## src/rtl/perceptron_seq_ctrl.sv

```systemverilog
// Single-layer perceptron sequencer: serial weighted sum over a binary input
// vector, threshold, optional learning-rule weight update, result handshake.

module perceptron_wcell #(
  parameter int W  = 32,
  parameter int LR = 1
) (
  input  logic         clk,
  input  logic         rst_n,
  input  logic         wr_en,
  input  logic [W-1:0] wr_data,
  input  logic         upd_en,
  input  logic         upd_up,
  output logic [W-1:0] w
);
  logic [W-1:0] step, sum, sat;
  logic         ov;

  assign step = upd_up ? W'(LR) : W'(-LR);
  assign sum  = w + step;
  assign ov   = (w[W-1] == step[W-1]) && (sum[W-1] != w[W-1]);
  // Clamp toward the sign of the operands on overflow.
  assign sat  = ov ? {w[W-1], {(W-1){~w[W-1]}}} : sum;

  always_ff @(posedge clk or negedge rst_n) begin
    if (!rst_n)      w <= '0;
    else if (wr_en)  w <= wr_data;
    else if (upd_en) w <= sat;
  end
endmodule

module perceptron_seq_ctrl #(
  parameter  int N      = 8,
  parameter  int W      = 32,
  parameter  int THRESH = 0,
  parameter  int LR     = 1,
  localparam int AW     = (N > 1) ? $clog2(N) : 1
) (
  input  logic          clk,
  input  logic          rst_n,
  input  logic          in_valid,
  output logic          in_ready,
  input  logic [N-1:0]  in_x,
  input  logic          in_train,
  input  logic          in_target,
  input  logic          wr_en,
  input  logic [AW-1:0] wr_addr,
  input  logic [W-1:0]  wr_data,
  output logic          wr_drop,
  output logic          out_valid,
  input  logic          out_ready,
  output logic [W-1:0]  out_sum,
  output logic          out_y,
  output logic          out_ovf
);
  typedef enum logic [1:0] {IDLE, ACCUM, UPDATE, OUT} state_t;

  state_t              state, state_nxt;
  logic [AW-1:0]       idx;
  logic [N-1:0]        x_q;
  logic                train_q, target_q;
  logic [W-1:0]        acc, addend, acc_sum, acc_sat;
  logic                acc_ov, ovf, y_new, accept, last;
  logic [N-1:0][W-1:0] w;

  assign in_ready  = (state == IDLE);
  assign out_valid = (state == OUT);
  assign out_ovf   = ovf;
  assign accept    = in_valid && in_ready;
  assign last      = (idx == AW'(N-1));

  assign addend  = x_q[idx] ? w[idx] : '0;
  assign acc_sum = acc + addend;
  assign acc_ov  = (acc[W-1] == addend[W-1]) && (acc_sum[W-1] != acc[W-1]);
  assign acc_sat = acc_ov ? {acc[W-1], {(W-1){~acc[W-1]}}} : acc_sum;
  assign y_new   = $signed(acc_sat) > $signed(W'(THRESH));

  // Writes are only honoured in IDLE; out-of-range addresses match no cell.
  for (genvar i = 0; i < N; i++) begin : g_w
    perceptron_wcell #(.W(W), .LR(LR)) u_w (
      .clk     (clk),
      .rst_n   (rst_n),
      .wr_en   (wr_en && in_ready && (wr_addr == AW'(i))),
      .wr_data (wr_data),
      .upd_en  ((state == UPDATE) && (idx == AW'(i)) && x_q[i]),
      .upd_up  (target_q),
      .w       (w[i])
    );
  end

  always_comb begin
    state_nxt = state;
    case (state)
      IDLE:    if (accept) state_nxt = ACCUM;
      ACCUM:   if (last) state_nxt = (train_q && (y_new != target_q)) ? UPDATE : OUT;
      UPDATE:  if (last) state_nxt = OUT;
      OUT:     if (out_ready) state_nxt = IDLE;
      default: state_nxt = IDLE;
    endcase
  end

  always_ff @(posedge clk or negedge rst_n) begin
    if (!rst_n) state <= IDLE;
    else        state <= state_nxt;
  end

  always_ff @(posedge clk or negedge rst_n) begin
    if (!rst_n) begin
      idx      <= '0;
      x_q      <= '0;
      train_q  <= 1'b0;
      target_q <= 1'b0;
      acc      <= '0;
      ovf      <= 1'b0;
      out_sum  <= '0;
      out_y    <= 1'b0;
      wr_drop  <= 1'b0;
    end else begin
      wr_drop <= wr_en && (state != IDLE);
      case (state)
        IDLE: if (accept) begin
          x_q      <= in_x;
          train_q  <= in_train;
          target_q <= in_target;
          acc      <= '0;
          idx      <= '0;
          ovf      <= 1'b0;
        end
        ACCUM: begin
          acc <= acc_sat;
          if (acc_ov) ovf <= 1'b1;
          if (last) begin
            idx     <= '0;
            out_sum <= acc_sat;
            out_y   <= y_new;
          end else begin
            idx <= idx + 1'b1;
          end
        end
        UPDATE:  idx <= last ? '0 : idx + 1'b1;
        default: ;
      endcase
    end
  end
endmodule

```

## config.mk

```make
export PLATFORM = sky130hd
export DESIGN_NAME = perceptron_seq_ctrl
export DESIGN_NICKNAME = d
export VERILOG_FILES = /design/src/rtl/perceptron_seq_ctrl.sv
export SDC_FILE = /design/constraint.sdc
export NUM_CORES = 2
export LEC_CHECK = 0
export CORE_UTILIZATION = 53
export CTS_BUF_LIST = sky130_fd_sc_hd__clkbuf_4
export DETAILED_ROUTE_END_ITERATION = 7
export DONT_BUFFER_PORTS = 1
export GPL_ROUTABILITY_DRIVEN = 0
export PLACE_DENSITY = 0.68
export SLEW_MARGIN = 15
export SYNTH_ARGS = -nofsm -noshare
export SYNTH_HDL_FRONTEND = slang
export SYNTH_SLANG_ARGS = --single-unit
```

## constraint.sdc

```tcl
create_clock -name clk -period 15.55 [get_ports clk]
set_clock_uncertainty 0.05 [all_clocks]
set_input_delay 4.665 -clock clk [delete_from_list [all_inputs] [get_ports clk]]
set_output_delay 4.665 -clock clk [all_outputs]
set_load 0.005 [all_outputs]
```

==> flow_summary.yaml <==
layout:
  multi_input_area_mm2: 0.02125
  layout_commonest_cell: "a21oi_1"
  final_cell_mix: "a21oi_1, nand2_1, o21ai_0"
  filler_cell_count: 5328
  fin_nets: 4042
  drive_gt1_share_pct: 8.605
  syn2layout_area_growth_pct: 5.583
  register_area_mm2: 0.008463
global_route:
  grt_pass1_vias: 27060
  antenna_found_initial: 6
  grt_usage_pct: 36.83
  grt_max_degree: 339
  grt_pass1_wl_um: 166300
  gr-total-overflow: 0
setup_path:
  r2r_slack_ns: 7.96
  r2r-end: "state[0]"
  arrival_ns: 8.30
  startpoint: "idx[0]"
  critPathKind: "reg -> reg"
  r2r-start: "idx[0]"
  setup.worst_path.start_class: "flop"
  worstPathMaxFanout: 36
  setup.worst_path.end: "state[0]"
  r2r_cells: 22
  required_ns: 16.26
  cp-end-kind: "flop"
cts:
  hold_buffers: 0
  root_buffer: "clkbuf_4"
  post_cts_buffers: 0
  clockBufferDepth: 3
  clock_latency_ns: 0.94
  h-tree-depth: 3
  numCtsBuffers: 100
  cts.sinks: 338
  cts_tree: "built"
  cts_resized: 0
  clk_pin_slew_ns: 0.08
sta:
  setup_viol: 0
  timing.fmax_mhz: 131.7
  hold_viol: 0
  fin_setup_tns_ns: 0
  whs_ns: 0.4401
  worst_pin_slew_ns: 1.115
  rsz0062_at_grt: "false"
  slew_violations: 0
  slew_headroom_pct: 25.50
  min_period_ns: 7.594
  finalCritPeriodShare_pct: 48.83
synthesis:
  synthTopCellsByArea: "dfrtp_1, ha_1, a21oi_1, o21ai_0, nand2_1"
  synth_cell_types: 90
  syn-instance-count: 3783
  postSynth.asyncResetShare_pct: 100.0
  syn_area_per_cell_um2: 8.133
  synth_top_area_share_pct: 27.49
  synth-seq-cells: 338
  yosys_warnings: 0
  syn_nets: 4124
  synth_top_area_cell: "dfrtp_1"
  synth_area_mm2: 0.03077
  synth_edf_count: 0
  seq_area_frac_synth_pct: 27.49
  synth_ff_type: "dfrtp_1"
route:
  drt-total-wl_um: 110200
  vias: 29900
  drt_pass1_iterations: 8
  drt-vias-per-instance: 6.590
  drt_iter0_drc: 3719
  drt_drc_violations_left: 1
  ant_nets: 0
  avgRoutedWirePerCell_um: 24.29
die:
  dieWidth_um: 242.9
  start_util_pct: 54.15
  num_rows: 87
  pin_count: 87
  dieArea_mm2: 0.05902
  core_area_mm2: 0.05682
  die_h_um: 242.9
worst_hold_path:
  min_path_type: "reg -> reg"
place:
  port_buffers: 0
  dp_hpwl_um: 78810
run_status:
  status: "finished with violations"
  violations: "design-rule violations"
job:
  cap_violations: 0
[metrics by stage]
| step | util (%) | cell area [µm²] | instances | setup slack (ns) |
|---|---|---|---|---|
| 4_1_cts | 57.15 | 32480 | 4533 | 8.021 |
| 3_5_place_dp | 54.91 | 31200 | 4355 | 8.071 |
| 3_3_place_gp | 54.91 | 31200 | 4355 | 8.224 |
| 6_report | 57.17 | 32490 | 4537 | 7.957 |
| 5_1_grt | 57.17 | 32480 | 4536 | 7.383 |
| 2_1_floorplan | - | 30770 | 3783 | 4.529 |
[synth_stat cells (6+ instances only)]
cell type / instances
a31oi_1: 32
nor2b_1: 23
a41oi_1: 8
a221oi_1: 36
and2_1: 18
o21a_1: 32
buf_1: 42
o21ai_1: 75
ha_1: 281
mux2_2: 12
dfrtp_1: 338
o31ai_1: 24
nand3_1: 78
or3_1: 32
o211ai_1: 21
xnor2_1: 153
nand2_1: 452
buf_2: 23
a211o_1: 9
xor2_1: 86
a31o_2: 11
a21o_1: 172
nor3_1: 81
nor2_1: 274
and3_1: 29
nand4_1: 25
a21oi_1: 473
and4_1: 13
nand2b_1: 39
a21boi_0: 7
o21bai_1: 44
a2111oi_0: 11
a221o_1: 6
o21ai_0: 381
a211oi_1: 24
inv_1: 66
o22ai_1: 16
fa_1: 10
clkbuf_1: 155
mux4_2: 66
[cell type report]
type / instances / share of cell area (%)
repair buffers: 37 / 0.8935
clock inverters: 35 / 0.6201
well taps: 756 / 2.912
diodes: 4 / 0.03081
clock buffers: 143 / 3.305
inverters: 66 / 0.7857
flip-flops and latches: 338 / 26.05
multi-input cells: 3158 / 65.40
[routing by layer]
metal	routed length, µm	up-vias	global-route usage [%]
met5	27	-	0
met4	3524	4	12.06
met3	16530	219	12.04
met2	42430	1658	48.58
met1	47700	14170	55.54
li1	-	13850	-
[state kept, by name, summed over array words and instances (netlist names)]
name       cells
out_y          1
idx            3
wr_drop        1
target_q       1
train_q        1
out_sum       32
state          2
x_q            8
g_w.u_w.w    256
acc           32
out_ovf        1
[kinds of logic (layout without fill, tap and decap cells)]
| logic type | count (synthesis) | after routing | share of synthesized area [%] |
|---|---|---|---|
| compound gates | 1453 | 1453 | 28.67 |
| mux | 83 | 83 | 5.433 |
| other cells | 0 | 4 | 0 |
| fa+ha+maj | 291 | 291 | 12.08 |
| simple gates | 1092 | 1092 | 15.90 |
| flops | 338 | 338 | 27.49 |
| buf+inv | 287 | 281 | 3.619 |
| xor+xnor | 239 | 239 | 6.803 |
[worst max-delay path, stage by stage, from the launching register on]
cell and delay (ns):
dfrtp_4 0.84, buf_4 0.63, mux4_2 0.64, nand2_1 0.11, a21oi_1 0.10, ha_1 0.35, o21a_1 0.20, o21ai_2 0.30
o31ai_1 0.21, a21oi_1 0.42, o211ai_1 0.16, a21o_1 0.23, a21o_1 0.18, a21o_1 0.19, fa_1 0.53, or3_1 0.77
a21oi_1 0.38, o2111ai_1 0.17, a2111oi_0 0.33, o2111a_1 0.26, a31o_1 0.18, xnor2_1 0.12, a21oi_1 0.08
[worst min path at each step]
stage,slack [ns],endpoint,startpoint,cells after the start
finish,0.44,acc[31],acc[31],2
global route,0.48,out_sum[12],out_sum[12],2
CTS,0.44,acc[31],acc[31],2
detailed placement,0.43,acc[31],acc[31],2
global placement,0.43,acc[31],acc[31],2
floorplan,0.40,acc[31],acc[31],2
Power is not shown: default switching activity piles up to over one toggle a cycle in this logic, so the estimate is an artifact.
